`src/rtl/adder_arb_pkg.sv`:
```
// Shared types and constants for the arbitrated 64-bit adder.
// Holds the FSM state encoding, the datapath width and the id-width helper.
package adder_arb_pkg;

    localparam int DATA_W = 64;

    typedef enum logic [1:0] {
        ST_IDLE   = 2'd0,
        ST_SETTLE = 2'd1,
        ST_RESP   = 2'd2
    } state_t;

    function automatic int id_w(input int n);
        return (n > 1) ? $clog2(n) : 1;
    endfunction

endpackage

```
`src/rtl/ripple_adder64.sv`:
```
// Plain 64-bit ripple-carry adder, the shared datapath.
// Combinational; the caller allows enough cycles for the carry chain to settle.
// No handshake: outputs follow inputs.
module ripple_adder64 (
    input  logic [63:0] i_a,
    input  logic [63:0] i_b,
    input  logic        i_cin,
    output logic [63:0] o_sum,
    output logic        o_cout
);

    logic [64:0] w_c;

    assign w_c[0] = i_cin;

    genvar g;
    generate
        for (g = 0; g < 64; g++) begin : g_fa
            assign o_sum[g]  = i_a[g] ^ i_b[g] ^ w_c[g];
            assign w_c[g+1]  = (i_a[g] & i_b[g]) | (w_c[g] & (i_a[g] ^ i_b[g]));
        end
    endgenerate

    assign o_cout = w_c[64];

endmodule

```
`src/rtl/rr_arbiter.sv`:
```
// Round-robin arbiter: one-hot grant to the first requester at or after i_ptr.
// Combinational, zero latency; grant is zero when no request is present.
// No backpressure of its own; the caller decides when a grant is consumed.
module rr_arbiter #(
    parameter int N     = 4,
    parameter int PTR_W = 2
) (
    input  logic [N-1:0]     i_req,
    input  logic [PTR_W-1:0] i_ptr,
    output logic [N-1:0]     o_gnt
);

    logic [N-1:0] w_rot;
    logic [N-1:0] w_pe;

    // Rotate so the pointer sits at bit 0, pick the lowest set bit, rotate back.
    assign w_rot = N'({i_req, i_req} >> i_ptr);
    assign w_pe  = w_rot & (~w_rot + {{(N-1){1'b0}}, 1'b1});
    assign o_gnt = N'(({w_pe, w_pe} << i_ptr) >> N);

endmodule

```
`src/rtl/adder_arbiter.sv`:
```
// Shares one 64-bit ripple adder among NUM_REQ requesters (round-robin); ADDER_ARBITER_OVF_EN adds rsp_ovf.
// Latency: response valid SETTLE_CYCLES edges after the accept edge; accepts spaced SETTLE_CYCLES+2 apart.
// Backpressure: req_ready only in IDLE; response held until rsp_ready.
module adder_arbiter
    import adder_arb_pkg::*;
#(
    parameter int NUM_REQ       = 4,
    parameter int SETTLE_CYCLES = 4
) (
    input  logic                        clk,
    input  logic                        rst_n,
    input  logic [NUM_REQ-1:0]          req_valid,
    output logic [NUM_REQ-1:0]          req_ready,
    input  logic [NUM_REQ*DATA_W-1:0]   req_in1,
    input  logic [NUM_REQ*DATA_W-1:0]   req_in2,
    input  logic [NUM_REQ-1:0]          req_cin,
    output logic                        rsp_valid,
    input  logic                        rsp_ready,
    output logic [id_w(NUM_REQ)-1:0]    rsp_id,
    output logic [DATA_W-1:0]           rsp_sum,
    output logic                        rsp_cout,
`ifdef ADDER_ARBITER_OVF_EN
    output logic                        rsp_ovf,
`endif
    output logic                        busy
);

    localparam int ID_W  = id_w(NUM_REQ);
    localparam int CNT_W = (SETTLE_CYCLES > 1) ? $clog2(SETTLE_CYCLES) : 1;

    state_t              r_state;
    logic [ID_W-1:0]     r_ptr;
    logic [CNT_W-1:0]    r_cnt;
    logic [DATA_W-1:0]   r_a;
    logic [DATA_W-1:0]   r_b;
    logic                r_cin;
    logic [ID_W-1:0]     r_id;
    logic                r_rsp_valid;
    logic [ID_W-1:0]     r_rsp_id;
    logic [DATA_W-1:0]   r_rsp_sum;
    logic                r_rsp_cout;
    logic                r_busy;

    logic [NUM_REQ-1:0]  w_gnt;
    logic [ID_W-1:0]     w_gnt_idx;
    logic [ID_W-1:0]     w_ptr_nxt;
    logic                w_accept;
    logic [DATA_W-1:0]   w_sum;
    logic                w_cout;

    rr_arbiter #(
        .N     (NUM_REQ),
        .PTR_W (ID_W)
    ) u_rr_arbiter (
        .i_req (req_valid),
        .i_ptr (r_ptr),
        .o_gnt (w_gnt)
    );

    ripple_adder64 u_adder (
        .i_a    (r_a),
        .i_b    (r_b),
        .i_cin  (r_cin),
        .o_sum  (w_sum),
        .o_cout (w_cout)
    );

    always_comb begin
        w_gnt_idx = '0;
        for (int i = 0; i < NUM_REQ; i++) begin
            if (w_gnt[i]) w_gnt_idx = ID_W'(i);
        end
    end

    assign w_ptr_nxt = (w_gnt_idx == ID_W'(NUM_REQ - 1)) ? '0 : w_gnt_idx + ID_W'(1);

    // rst_n gates the combinational grant so it drops the instant reset asserts.
    assign req_ready = (rst_n && (r_state == ST_IDLE)) ? w_gnt : '0;
    assign w_accept  = |req_ready;

`ifdef ADDER_ARBITER_OVF_EN
    logic r_rsp_ovf;
    logic w_ovf;

    assign w_ovf   = (r_a[DATA_W-1] == r_b[DATA_W-1]) && (w_sum[DATA_W-1] != r_a[DATA_W-1]);
    assign rsp_ovf = r_rsp_ovf;

    always_ff @(posedge clk or negedge rst_n) begin
        if (!rst_n) begin
            r_rsp_ovf <= 1'b0;
        end else if (r_state == ST_SETTLE && r_cnt == '0) begin
            r_rsp_ovf <= w_ovf;
        end
    end
`endif

    always_ff @(posedge clk or negedge rst_n) begin
        if (!rst_n) begin
            r_state     <= ST_IDLE;
            r_ptr       <= '0;
            r_cnt       <= '0;
            r_a         <= '0;
            r_b         <= '0;
            r_cin       <= 1'b0;
            r_id        <= '0;
            r_rsp_valid <= 1'b0;
            r_rsp_id    <= '0;
            r_rsp_sum   <= '0;
            r_rsp_cout  <= 1'b0;
            r_busy      <= 1'b0;
        end else begin
            case (r_state)
                ST_IDLE: begin
                    if (w_accept) begin
                        r_a     <= req_in1[int'(w_gnt_idx)*DATA_W +: DATA_W];
                        r_b     <= req_in2[int'(w_gnt_idx)*DATA_W +: DATA_W];
                        r_cin   <= req_cin[w_gnt_idx];
                        r_id    <= w_gnt_idx;
                        r_ptr   <= w_ptr_nxt;
                        r_cnt   <= CNT_W'(SETTLE_CYCLES - 1);
                        r_busy  <= 1'b1;
                        r_state <= ST_SETTLE;
                    end
                end
                ST_SETTLE: begin
                    // Operands were registered on the accept edge; SETTLE_CYCLES cycles later the carry is valid.
                    if (r_cnt == '0) begin
                        r_rsp_sum   <= w_sum;
                        r_rsp_cout  <= w_cout;
                        r_rsp_id    <= r_id;
                        r_rsp_valid <= 1'b1;
                        r_state     <= ST_RESP;
                    end else begin
                        r_cnt <= r_cnt - CNT_W'(1);
                    end
                end
                ST_RESP: begin
                    if (rsp_ready) begin
                        r_rsp_valid <= 1'b0;
                        r_busy      <= 1'b0;
                        r_state     <= ST_IDLE;
                    end
                end
                default: begin
                    r_rsp_valid <= 1'b0;
                    r_busy      <= 1'b0;
                    r_state     <= ST_IDLE;
                end
            endcase
        end
    end

    assign rsp_valid = r_rsp_valid;
    assign rsp_id    = r_rsp_id;
    assign rsp_sum   = r_rsp_sum;
    assign rsp_cout  = r_rsp_cout;
    assign busy      = r_busy;

endmodule

```
`config.mk`:
```
export PLATFORM = sky130hd
export DESIGN_NAME = adder_arbiter
export DESIGN_NICKNAME = d
export VERILOG_FILES = /design/src/rtl/adder_arb_pkg.sv /design/src/rtl/ripple_adder64.sv /design/src/rtl/rr_arbiter.sv /design/src/rtl/adder_arbiter.sv
export SDC_FILE = /design/constraint.sdc
export NUM_CORES = 1
export LEC_CHECK = 0
export ABC_CLOCK_PERIOD_IN_PS = 72600
export BUFFER_PORTS_ARGS = -buffer_cell sky130_fd_sc_hd__buf_2
export CAP_MARGIN = 20
export CELL_PAD_IN_SITES_DETAIL_PLACEMENT = 0
export CELL_PAD_IN_SITES_GLOBAL_PLACEMENT = 1
export CORE_AREA = 2 2 232 234
export CTS_CLUSTER_DIAMETER = 80
export DETAILED_ROUTE_END_ITERATION = 8
export DIE_AREA = 0 0 234 236
export GPL_ROUTABILITY_DRIVEN = 0
export HOLD_SLACK_MARGIN = 0.03
export PLACE_DENSITY = 0.66
export SLEW_MARGIN = 15
export SYNTH_ARGS = -nofsm -noshare
export SYNTH_HDL_FRONTEND = slang
export SYNTH_SLANG_ARGS = --single-unit
```
`constraint.sdc`:
```
create_clock -name clk -period 72.6 [get_ports clk]
set_clock_uncertainty 0.15 [all_clocks]
set_input_delay 3.63 -clock clk [delete_from_list [all_inputs] [get_ports clk]]
set_output_delay 3.63 -clock clk [all_outputs]
set_load 0.02 [all_outputs]
```
# Yosys cells after proc, flatten, opt, wreduce, memory -nomap -nowiden
# Index checks and enable logic that the tools add are counted.
# Widths: inputs -> output; s select.
# totals
register_bits	206
in_bits	523
output_inout_bits	73
wordCells	381
# classes
add_sub_neg	3
magnitude_cmp	1
eq_ne	7
shifts	4
n_mux	19
n_bitwise	324
n_reduce_logical	11
# ops
cell	n
$shiftx 256x9->64	2
$and 1x1->1	128
$xor 1x1->1	128
$or 1x1->1	64
$mux 2	8
$reduce_and 3->1	4
$ne 2x2->1 const B	4
$shl 8x2->8	1
$shr 8x2->4	1
$pmux 1 s3	2
$pmux 2 s3	1
$mux 1	5
$add 4x1->4 const B	1
$and 4x4->4	1
$eq 2x2->1 const B	2
$logic_not 2->1	2
$mux 4	1
$not 4->4	1
$pmux 2 s2	1
$reduce_and 2->1	2
$reduce_or 4->1	1
$lt 2x3->1 const B	1
$add 2x1->2 const B	1
$bmux 1 s2	1
5 further kinds	6

# Depth between registers and ports, before layout
# Gate-level depths: netlist of the first run.
# depth
depth_word	129
mapped_depth	68
depth_no_buf	68

# Cells and area by module
# Synthesis of the first run repeated with hierarchy kept, for this count alone.
# unflattened
cells_unflattened	1124
hier_area_um2	13120.1
# by_module_without_submodules
module	n_inst	cells_each	area_each_um2	seq_area_each_um2
adder_arbiter	1	1034	11702.5	5154.9
ripple_adder64	1	74	1318.8	0.0
rr_arbiter	1	16	98.8	0.0

# Least setup slack after synthesis of the first run
# No wires, ideal clock.
# synth_timing
kind	reg2reg
from	reg r_a[0]
to	reg r_rsp_sum[63], in the netlist rsp_sum[63]
t_arrival_ns	24.760
path_slack_ns	47.607
path_stages_with_launch	69
path_buffers	0
cell_sequence	dfrtp_1 > fa_1 > fa_1 > fa_1 > fa_1 > fa_1 > fa_1 > fa_1 > fa_1 > fa_1 > fa_1 > fa_1 > fa_1 > fa_1 > fa_1 > fa_1 > fa_1 > inv_1 > [33 not listed] > fa_1 > fa_1 > fa_1 > fa_1 > fa_1 > fa_1 > fa_1 > fa_1 > fa_1 > fa_1 > fa_1 > fa_1 > fa_1 > fa_1 > fa_1 > inv_1 > fa_1 > o21ai_0
# synth_via
elab_chain_len	128
# synth_rtl
item	line_no	source
start: declaration	adder_arbiter.sv:34	logic [DATA_W-1:0] r_a;
start signal: assignment	adder_arbiter.sv:115	r_a <= req_in1[int'(w_gnt_idx)*DATA_W +: DATA_W];
$xor 1x1->1	ripple_adder64.sv:20	assign w_c[g+1] = (i_a[g] & i_b[g]) | (w_c[g] & (i_a[g] ^ i_b[g]));
$and 1x1->1	ripple_adder64.sv:20	
$or 1x1->1 *	ripple_adder64.sv:20	
$and 1x1->1 *	ripple_adder64.sv:20	
$or 1x1->1 *	ripple_adder64.sv:20	
$and 1x1->1 *	ripple_adder64.sv:20	
$or 1x1->1 *	ripple_adder64.sv:20	
$and 1x1->1 *	ripple_adder64.sv:20	
[112 not listed]	--	
$or 1x1->1 *	ripple_adder64.sv:20	
$and 1x1->1 *	ripple_adder64.sv:20	
$or 1x1->1 *	ripple_adder64.sv:20	
$and 1x1->1 *	ripple_adder64.sv:20	
$or 1x1->1 *	ripple_adder64.sv:20	
$and 1x1->1 *	ripple_adder64.sv:20	
$or 1x1->1 *	ripple_adder64.sv:20	
$xor 1x1->1 *	ripple_adder64.sv:19	assign o_sum[g] = i_a[g] ^ i_b[g] ^ w_c[g];
end signal: assignment	adder_arbiter.sv:128	r_rsp_sum <= w_sum;
end: declaration	adder_arbiter.sv:40	logic [DATA_W-1:0] r_rsp_sum;
# Every way passes the cells marked *; elsewhere a longest branch is shown, timed or not.
# A chain may end at the register's enable or synchronous reset.

# Worst setup path after layout of the first run
# Ends and elaborated chain as after synthesis.

==> results.json, run 1 <==
{
  "hp-class": "flip-flop to flip-flop",
  "wl_met2_um": 25900,
  "powerDensity_nw_per_um2": 40.3,
  "wl_per_cell_um": 21.7,
  "drv_slew": 0,
  "grtUsageTotal_pct": 18.6,
  "critical_path_class": "flip-flop to flip-flop",
  "antenna_found_initial": 13,
  "grt_max_degree": 130,
  "row_count": 85,
  "end_kind": "flip-flop",
  "drv_cap": 0,
  "synth-seq-area-share_pct": 38.4,
  "clockPowerShare_pct": 17.8,
  "vias": 12400,
  "clk_latency_ns": 0.56,
  "synth-seq-cells": 206,
  "switching_power_mw": 0.307,
  "cts_tree": "done",
  "drt_pass1_iterations": 5,
  "worst_pin_slew_ns": 1.11,
  "core_area_um2": 53100,
  "nets": 2289,
  "die_area_um2": 55200,
  "cts_buffers": 26,
  "drt_iter0_markers": 484,
  "final.setup.tns_ns": 0,
  "seqPwrFrac_pct": 30.9,
  "yosys_warnings": 0,
  "cpMostUsedCell": "fa_1",
  "ant_nets": 0,
  "cts_hold_buf": 0,
  "start_util_pct": 25.3,
  "wl_met1_um": 21300,
  "timing.hold.ws_ns": 0.323,
  "fin_util_pct": 33.2,
  "port_buffers": 595,
  "cts_sinks": 206,
  "crit_required_ns": 72.90,
  "grt_pass1_vias": 13400,
  "max_slew_margin_pct": 26.2,
  "viasPerCell": 5.10,
  "swShare_pct": 43.2,
  "slowest_delay_ns": 0.45,
  "synth_area_per_cell_um2": 11.2,
  "area.growth.synth_to_final_pct": 31.3,
  "netlist_area_um2": 13400,
  "wl_met3_um": 3350,
  "htree_levels": 1,
  "synth_cells": 1196,
  "die_y_um": 236,
  "cell_internal_pwr_mw": 0.403,
  "clk_path_buf_depth": 3,
  "io_pins": 596,
  "synthDistinctLibCells": 45,
  "p_comb_share_pct": 51.3,
  "crit_arrival_ns": 26.80,
  "cp_max_fo": 2,
  "grt_pass1_wl_um": 79500,
  "die_x_um": 234,
  "setup-violations-final": 0,
  "peakVddDrop_uv": 15.6,
  "cts_resized": 0,
  "final_hold_viol_count": 0,
  "post_cts_buffers": 0,
  "hpwlAfterDp_um": 38300,
  "rsz0062_at_grt": "no",
  "wl_um": 52500,
  "top_layer": "met5",
  "drive_gt1_share_pct": 48.7,
  "fill_cells": 5488,
  "period_share_pct": 36.5,
  "cts-root-buf": "clkbuf_16",
  "clk_pin_slew_ns": 0.06,
  "syn_nets": 1784,
  "max_freq_ghz": 0.0377,
  "drc_errors": 0,
  "status": "complete, no violations",
  "fin_crit_ns": 26.50,
  "crit_slowest_cell": "fa_1",
  "worst_setup_path_start_kind": "flip-flop",
  "gr-total-overflow": 0,
  "p_leak_nw": 7.77
}
[metrics by stage]
stage / instance area (um^2) / setup slack, ns / cells / power, mW
final: 17600 / 46.10 / 2422 / 0.711
after global routing: 17600 / 45.23 / 2421 / 0.770
after CTS: 17600 / 45.98 / 2412 / 0.721
after detailed placement: 16800 / 46.05 / 2368 / 0.590
after global placement: 16800 / 46.26 / 2368 / 0.582
after floorplan: 13400 / 47.61 / 1196 / 0.465
[final timing paths]
check | start | endpoint | slack, ns | depth (start not counted)
setup / recovery | r_a[0]$_DFFE_PN0P_ | rsp_sum[63]$_DFFE_PN0P_ | 46.10 | 68
hold / removal | r_cnt[0]$_DFFE_PN0P_ | r_cnt[0]$_DFFE_PN0P_ | 0.32 | 1
min in group asynchronous | rst_n | rsp_sum[33]$_DFFE_PN0P_ | 2.91 | 1
setup reg to reg | r_a[0]$_DFFE_PN0P_ | rsp_sum[63]$_DFFE_PN0P_ | 46.10 | 68
max in group asynchronous | rst_n | r_b[26]$_DFFE_PN0P_ | 67.94 | 2
hold reg to reg | r_cnt[0]$_DFFE_PN0P_ | r_cnt[0]$_DFFE_PN0P_ | 0.32 | 1
[placed cells by master (no fill, tap or decap), types with 4 or more instances in the layout]
master | Yosys | routed
o32ai_2 | 5 | 5
a21oi_1 | 8 | 7
or3_1 | 124 | 124
nor3_1 | 4 | 4
nand2_1 | 10 | 10
clkbuf_8 | 0 | 4
a221oi_1 | 23 | 23
buf_2 | 49 | 594
o41ai_1 | 5 | 5
o22ai_1 | 129 | 129
o32ai_1 | 119 | 119
o21ai_0 | 12 | 12
a221oi_2 | 106 | 105
buf_4 | 4 | 19
nor2_1 | 6 | 6
dfrtp_1 | 206 | 206
clkbuf_16 | 0 | 27
clkbuf_1 | 65 | 10
diode_2 | 0 | 9
fa_1 | 64 | 64
mux2_2 | 64 | 64
inv_1 | 139 | 139
[worst max-delay path: cells and delay by family, from the launching register on]
| family | cells | cell delay [ns] |
|---|---|---|
| compound gates | 1 | 0.15 |
| buf+inv | 3 | 0.23 |
| fa+ha+maj | 64 | 25.44 |
| flops | 1 | 0.40 |
[layer usage]
layer  vias up  track usage, %
met5         -               0
met4        10            6.98
met3        97            4.15
met2       445            31.5
met1      6131            22.8
li1       5675               -
[synth_stat cells, drive strengths merged]
cell type | n | area share (%)
a21oi | 8 | 0.30
nor2b | 2 | 0.093
o21bai | 1 | 0.056
clkbuf | 65 | 1.8
and2 | 1 | 0.047
nor3 | 4 | 0.15
nand3b | 1 | 0.056
nor2 | 7 | 0.21
ha | 1 | 0.093
o221ai | 1 | 0.11
a211oi | 1 | 0.056
and3 | 1 | 0.047
or3b | 2 | 0.13
nand2b | 3 | 0.14
buf | 75 | 3.8
nor3b | 2 | 0.11
a211o | 1 | 0.065
o41ai | 5 | 0.33
mux2 | 64 | 5.4
nor4 | 1 | 0.16
o21ai | 13 | 0.48
or3 | 124 | 5.8
fa | 64 | 9.5
a21boi | 1 | 0.056
o32ai | 124 | 8.4
o22ai | 129 | 6.0
mux2i | 1 | 0.075
nand2 | 10 | 0.28
a21o | 3 | 0.17
dfrtp | 206 | 38
inv | 139 | 3.9
a221oi | 129 | 13
and4 | 2 | 0.13
or2 | 2 | 0.093
a221o | 1 | 0.075
o21a | 2 | 0.11
[flip-flops by register name, summed over array words and instances (netlist names)]
name / flops
rsp_id: 2
r_state: 2
r_ptr: 2
rsp_cout: 1
r_cin: 1
busy: 1
rsp_sum: 64
rsp_valid: 1
r_a: 64
r_cnt: 2
r_id: 2
r_b: 64
[power groups by stage]
stage / Sequential, mW / Combinational, mW / Clock, mW
after CTS: 0.221 / 0.371 / 0.130
final: 0.220 / 0.365 / 0.126
after floorplan: 0.234 / 0.230 / 0
after global routing: 0.229 / 0.407 / 0.134
after detailed placement: 0.222 / 0.368 / 0
after global placement: 0.219 / 0.363 / 0
[area by class of cell]
type	count	area [um^2]	area share (%)
Inverter	139	522	2.96
Timing Repair Buffer	617	3190	18.1
Antenna cell	9	22.5	0.128
Clock buffer	41	768	4.36
Clock inverter	3	47.5	0.270
Multi-Input combinational cell	711	7050	40.0
Sequential cell	206	5150	29.2
Tap cell	696	871	4.94
[logic make-up after synthesis]
logic type | count (synthesis) | share of synthesized area (%)
fa+ha+maj | 65 | 9.64
buf+inv | 279 | 9.54
compound gates | 419 | 29.5
mux | 65 | 5.44
simple gates | 162 | 7.43
flops | 206 | 38.4
Note: power is estimated with default switching activity, not from simulation.
==> run 2, diff against run 1 <==
--- a/config.mk
+++ b/config.mk
@@ -5,18 +5,19 @@
 export SDC_FILE = /design/constraint.sdc
 export NUM_CORES = 1
 export LEC_CHECK = 0
-export ABC_CLOCK_PERIOD_IN_PS = 72600
+export ABC_AREA = 1
+export ABC_CLOCK_PERIOD_IN_PS = 23000
 export BUFFER_PORTS_ARGS = -buffer_cell sky130_fd_sc_hd__buf_2
 export CAP_MARGIN = 20
 export CELL_PAD_IN_SITES_DETAIL_PLACEMENT = 0
 export CELL_PAD_IN_SITES_GLOBAL_PLACEMENT = 1
-export CORE_AREA = 2 2 232 234
+export CORE_MARGIN = 2
+export CORE_UTILIZATION = 31
 export CTS_CLUSTER_DIAMETER = 80
 export DETAILED_ROUTE_END_ITERATION = 8
-export DIE_AREA = 0 0 234 236
 export GPL_ROUTABILITY_DRIVEN = 0
 export HOLD_SLACK_MARGIN = 0.03
-export PLACE_DENSITY = 0.66
+export PLACE_DENSITY = 0.82
 export SLEW_MARGIN = 15
 export SYNTH_ARGS = -nofsm -noshare
 export SYNTH_HDL_FRONTEND = slang
==> constraint.sdc (replaced) <==
create_clock -name clk -period 23 [get_ports clk]
set_clock_uncertainty 0.15 [all_clocks]
set_input_delay 1.15 -clock clk [delete_from_list [all_inputs] [get_ports clk]]
set_output_delay 1.15 -clock clk [all_outputs]
set_load 0.02 [all_outputs]
==> results.json, run 2 <==
{
  "max_freq_ghz": 0.0428,
  "powerDensity_nw_per_um2": 186,
  "yosys-top-cells-count": "815 x nand2_1, 281 x inv_1, 279 x nand3_1",
  "crit_arrival_ns": 23.67,
  "synth_top_cell_area_share_pct": 32.6,
  "cts_tree": "done",
  "drv_cap": 0,
  "async_flop_share_pct": 100,
  "cts_sinks": 206,
  "most-common-layout-cells": "811 x nand2_1, 594 x buf_2, 279 x nand3_1, 279 x inv_1, 206 x dfrtp_1",
  "critical_path_class": "flip-flop to flip-flop",
  "cpMostUsedCell": "fa_2",
  "fill_cells": 5387,
  "period_share_pct": 102,
  "antenna_found_initial": 6,
  "status": "finished with violations",
  "grt_pass1_wl_um": 88500,
  "drv_slew": 0,
  "dp.cells": 3404,
  "io_pins": 596,
  "clk_pin_slew_ns": 0.06,
  "start_util_pct": 31.5,
  "yosysMostFrequentCell": "nand2_1",
  "nets": 3346,
  "row_count": 82,
  "cts_buffers": 24,
  "drc_errors": 0,
  "wl_per_cell_um": 16.3,
  "die_x_um": 230,
  "p_leak_nw": 11.3,
  "port_buffers": 595,
  "setup-violations-final": 3,
  "crit_required_ns": 23.29,
  "clk_path_buf_depth": 3,
  "fin_crit_ns": 23.38,
  "cp_max_fo": 2,
  "die_y_um": 230,
  "power_mw": 3.71,
  "final_hold_viol_count": 0,
  "final_common_cell": "nand2_1",
  "synth_edf_count": 0,
  "netlist_area_um2": 15800,
  "core_area_um2": 50300,
  "worst_pin_slew_ns": 1.18,
  "peakVddDrop_uv": 168,
  "drt_pass1_iterations": 5,
  "drive_gt1_share_pct": 28.5,
  "synth-seq-cells": 206,
  "area.growth.synth_to_final_pct": 25.7,
  "hpwlAfterDp_um": 41000,
  "htree_levels": 1,
  "rsz0062_at_grt": "yes",
  "gr-total-overflow": 0,
  "worst_slack_ns": -0.381,
  "violations": "negative setup slack",
  "wl_um": 56100,
  "ys_top_cells_by_area": "dfrtp_1 33%, nand2_1 19%, nand3_1 8.8%, fa_1 8.1%, inv_1 6.7%",
  "drt_iter0_markers": 909,
  "syn_nets": 2878,
  "ant_nets": 0,
  "cts-root-buf": "clkbuf_16",
  "worst_setup_path_start_kind": "flip-flop",
  "die_area_um2": 52900,
  "max_slew_margin_pct": 21.4,
  "critPathBufInv": 3,
  "synth_cells": 2290,
  "grtUsageTotal_pct": 20.6,
  "synth_area_per_cell_um2": 6.91,
  "yosys_warnings": 0,
  "grt_pass1_vias": 16700,
  "yosysTopAreaCell": "dfrtp_1",
  "slowest_delay_ns": 0.40,
  "synth-main-ff-cell": "dfrtp_1",
  "fin_cells": 3449,
  "timing.hold.ws_ns": 0.325,
  "synthDistinctLibCells": 24,
  "vias": 16400,
  "post_cts_buffers": 0,
  "hp-class": "flip-flop to flip-flop",
  "grt_max_degree": 163,
  "end_kind": "flip-flop",
  "clk_latency_ns": 0.53,
  "crit_slowest_cell": "dfrtp_1",
  "crit_family": "adder cells",
  "synth-seq-area-share_pct": 32.6,
  "viasPerCell": 4.75
}
## run 2: area by class of cell
type | instances | area, um^2 | share of cell area, %
Antenna cell | 2 | 5.00 | 0.0251
Clock inverter | 10 | 120 | 0.604
Sequential cell | 206 | 5150 | 25.9
Multi-Input combinational cell | 1634 | 8930 | 44.9
Clock buffer | 33 | 694 | 3.49
Timing Repair Buffer | 607 | 3080 | 15.5
Tap cell | 672 | 841 | 4.22
Inverter | 285 | 1070 | 5.40
## run 2: worst paths after layout
| check | start | to | slack, ns | cells after the start |
|---|---|---|---|---|
| setup / recovery | r_a[0]$_DFFE_PN0P_ | rsp_sum[63]$_DFFE_PN0P_ | -0.38 | 68 |
| hold / removal | r_state[0]$_DFFE_PN0P_ | r_state[1]$_DFFE_PN0P_ | 0.33 | 1 |
| setup reg to reg | r_a[0]$_DFFE_PN0P_ | rsp_sum[63]$_DFFE_PN0P_ | -0.38 | 68 |
| hold reg to reg | r_state[0]$_DFFE_PN0P_ | r_state[1]$_DFFE_PN0P_ | 0.33 | 1 |
| max in group asynchronous | rst_n | rsp_sum[9]$_DFFE_PN0P_ | 20.84 | 2 |
| min in group asynchronous | rst_n | rsp_sum[41]$_DFFE_PN0P_ | 0.43 | 1 |
## run 2: metal layers
layer  track usage, %  part of all wire, %  vias to the layer above
met5                0                0.095                        -
met4             7.02                  3.5                        8
met3             3.57                  6.7                      103
met2             35.3                   47                      611
met1             26.2                   42                     7607
li1                 -                    -                     8039
## run 2: timing repair
action	4_1_cts	5_1_grt
pin swaps	2	1
setup endpoints to repair	5	4
gates resized for setup	15	0
hold buffers	0	0
hold endpoints to repair	0	0
## run 2: kinds of logic (layout without fill, tap and decap cells)
| kind of cell | count (synthesis) | in the layout | share of synthesized area, % |
|---|---|---|---|
| multiplexers | 62 | 62 | 4.41 |
| AO/OA/AOI/OAI | 142 | 142 | 4.50 |
| buffers and inverters | 450 | 935 | 12.5 |
| other | 0 | 2 | 0 |
| flip-flops | 206 | 206 | 32.6 |
| adder cells (fa/ha/maj) | 65 | 65 | 8.17 |
| AND/OR/NAND/NOR | 1365 | 1365 | 37.9 |
## run 2: worst reg2reg max path: cells and delay by family (launching register included)
| family | cells | cell delay, ns |
|---|---|---|
| adders and majority gates | 64 | 22.47 |
| DFF | 1 | 0.40 |
| buffers and inverters | 3 | 0.17 |
| AOI/OAI and AO/OA | 1 | 0.12 |
## run 2: power breakdown
group / internal [mW] / total, mW / switching, mW
logic: 0.854 / 2.62 / 1.76
clock network: 0.234 / 0.387 / 0.153
registers: 0.565 / 0.706 / 0.141
total: 1.65 / 3.71 / 2.06
## run 2: metrics by stage
step / instance area (um^2) / TNS (ns) / worst slack, ns / util [%]
floorplan: 16000 / 0 / 0.0185 / -
global placement: 19100 / -2.17 / -0.849 / 37.9
detailed placement: 19100 / -2.80 / -0.999 / 37.9
CTS: 19900 / -0.978 / -0.474 / 39.6
global route: 19900 / -2.53 / -0.885 / 39.6
finish: 19900 / -0.703 / -0.381 / 39.6
==> run 3, diff against run 2 <==
--- a/config.mk
+++ b/config.mk
@@ -6,18 +6,18 @@
 export NUM_CORES = 1
 export LEC_CHECK = 0
 export ABC_AREA = 1
-export ABC_CLOCK_PERIOD_IN_PS = 23000
+export ABC_CLOCK_PERIOD_IN_PS = 26200
 export BUFFER_PORTS_ARGS = -buffer_cell sky130_fd_sc_hd__buf_2
 export CAP_MARGIN = 20
 export CELL_PAD_IN_SITES_DETAIL_PLACEMENT = 0
 export CELL_PAD_IN_SITES_GLOBAL_PLACEMENT = 1
-export CORE_MARGIN = 2
-export CORE_UTILIZATION = 31
+export CORE_AREA = 2 2 229 231
 export CTS_CLUSTER_DIAMETER = 80
 export DETAILED_ROUTE_END_ITERATION = 8
+export DIE_AREA = 0 0 231 233
 export GPL_ROUTABILITY_DRIVEN = 0
 export HOLD_SLACK_MARGIN = 0.03
-export PLACE_DENSITY = 0.82
+export PLACE_DENSITY = 0.79
 export SLEW_MARGIN = 15
 export SYNTH_ARGS = -nofsm -noshare
 export SYNTH_HDL_FRONTEND = slang
==> constraint.sdc (replaced) <==
create_clock -name clk -period 26.2 [get_ports clk]
set_clock_uncertainty 0.15 [all_clocks]
set_input_delay 1.31 -clock clk [delete_from_list [all_inputs] [get_ports clk]]
set_output_delay 1.31 -clock clk [all_outputs]
set_load 0.02 [all_outputs]
==> results.json, run 3 (synthesized netlist as in run 2, its figures left out) <==
{
  "gr-total-overflow": 0,
  "grt_pass1_wl_um": 86700,
  "grt_pass1_vias": 16700,
  "row_count": 83,
  "max_freq_ghz": 0.0394,
  "cts_sinks": 206,
  "r2r_slack_ns": 0.81,
  "crit_slowest_cell": "fa_1",
  "worst_pin_slew_ns": 1.09,
  "clk_pin_slew_ns": 0.06,
  "io_pins": 596,
  "ant_nets": 0,
  "fill_cells": 5489,
  "start_util_pct": 31.0,
  "clk_path_buf_depth": 3,
  "wl_um": 55700,
  "cp_max_fo": 2,
  "hpwlAfterDp_um": 41600,
  "post_cts_buffers": 0,
  "die_y_um": 233,
  "critical_path_class": "flip-flop to flip-flop",
  "cts_tree": "done",
  "end_kind": "flip-flop",
  "rsz0062_at_grt": "no",
  "drt_pass1_iterations": 5,
  "dp.cells": 3416,
  "p_leak_nw": 11.4,
  "cts-root-buf": "clkbuf_16",
  "setup-violations-final": 0,
  "max_slew_margin_pct": 27.2,
  "wl_per_cell_um": 16.1,
  "cpMostUsedCell": "fa_1",
  "endpoint": "rsp_sum[63]$_DFFE_PN0P_",
  "final_hold_viol_count": 0,
  "drive_gt1_share_pct": 27.0,
  "final_common_cell": "nand2_1",
  "grt_max_degree": 98,
  "most-common-layout-cells": "811 x nand2_1, 594 x buf_2, 281 x inv_1",
  "cell_internal_pwr_mw": 1.45,
  "drt_iter0_markers": 909,
  "cts_resized": 6,
  "fin_cells": 3463,
  "r2r-end": "rsp_sum[63]$_DFFE_PN0P_",
  "drv_cap": 0,
  "clockPowerShare_pct": 11.0,
  "nets": 3352,
  "switching_power_mw": 1.79,
  "drv_slew": 0,
  "die_x_um": 231,
  "reg2reg_from": "r_a[0]$_DFFE_PN0P_",
  "viasPerCell": 4.78,
  "worst_slack_ns": 0.805,
  "cts_hold_buf": 0,
  "pre_cts_slack_ns": -0.264,
  "r2r_cells": 68,
  "fin_crit_ns": 25.39,
  "swShare_pct": 55.3,
  "hp-class": "flip-flop to flip-flop",
  "cts_buffers": 26,
  "antenna_found_initial": 7,
  "grtUsageTotal_pct": 19.9,
  "status": "complete, no violations",
  "vias": 16500,
  "crit_start": "r_a[0]$_DFFE_PN0P_",
  "clk_latency_ns": 0.52,
  "core_area_um2": 51100,
  "slowest_delay_ns": 0.44,
  "die_area_um2": 53800,
  "placed_cell_area_um2": 19000,
  "peakVddDrop_uv": 114,
  "seqPwrFrac_pct": 18.9,
  "area.growth.synth_to_final_pct": 25.6,
  "port_buffers": 595,
  "fin_area_um2": 19900,
  "worst_setup_path_start_kind": "flip-flop",
  "htree_levels": 1,
  "drc_errors": 0,
  "p_comb_share_pct": 70.1,
  "crit_arrival_ns": 25.67,
  "crit_required_ns": 26.47,
  "period_share_pct": 96.9,
  "powerDensity_nw_per_um2": 163
}
-- run 3: cell types whose count changed in the layout (fill, tap and decap cells not counted), sizes merged --
cell      previous run  this run
inv                286       287
buf                607       611
clkinvlp             2         1
clkbuf              33        35
-- run 3: how the worst min path moves through the flow --
stage                            from                     end  slack [ns]  cells after the start
3_3_place_gp   r_state[0]$_DFFE_PN0P_  r_state[1]$_DFFE_PN0P_        0.31                      1
4_1_cts           r_a[63]$_DFFE_PN0P_     r_a[63]$_DFFE_PN0P_        0.33                      2
3_5_place_dp      r_a[63]$_DFFE_PN0P_     r_a[63]$_DFFE_PN0P_        0.32                      2
6_report       r_state[0]$_DFFE_PN0P_  r_state[1]$_DFFE_PN0P_        0.33                      1
2_1_floorplan  r_state[0]$_DFFE_PN0P_  r_state[1]$_DFFE_PN0P_        0.30                      1
5_1_grt        r_state[0]$_DFFE_PN0P_  r_state[1]$_DFFE_PN0P_        0.36                      1
-- run 3: power by group through the flow --
stage | sequential [mW] | combinational (mW) | clock, mW
3_5_place_dp | 0.619 | 2.29 | 0
5_1_grt | 0.639 | 2.59 | 0.380
2_1_floorplan | 0.661 | 1.67 | 0
6_report | 0.614 | 2.27 | 0.356
4_1_cts | 0.615 | 2.30 | 0.369
3_3_place_gp | 0.608 | 2.25 | 0
-- run 3: final cells by class --
type                    instances  area, um^2  share of cell area, %
diodes                          2        5.00                 0.0252
clock buffers                  35         746                   3.75
clock inverters                10         115                  0.579
inverters                     285        1070                   5.41
multi-input cells            1634        8830                   44.4
flip-flops and latches        206        5150                   25.9
well taps                     680         851                   4.28
repair buffers                611        3110                   15.6
-- run 3: through the flow --
stage	TNS (ns)	hold slack, ns	total power [mW]	util (%)
after floorplan	0	0.299	2.34	-
after global placement	-0.0538	0.306	2.86	37.1
after detailed placement	-0.264	0.322	2.91	37.1
after CTS	0	0.334	3.28	38.8
after global routing	0	0.356	3.61	38.9
final	0	0.328	3.24	38.9
-- run 3: routing by layer --
layer	vias to the layer above	track usage [%]	share of wire (%)
met3	99	4.75	7.8
met1	7749	23.9	41
met2	636	35.0	48
li1	8049	-	-
met5	-	0	0.075
met4	8	6.09	3.0
-- run 3: critical path, delay by kind of cell, from the launching register on --
kind	cells	cell delay [ns]
adders and majority gates	64	24.40
DFF	1	0.40
buffers and inverters	3	0.21
AOI/OAI and AO/OA	1	0.14
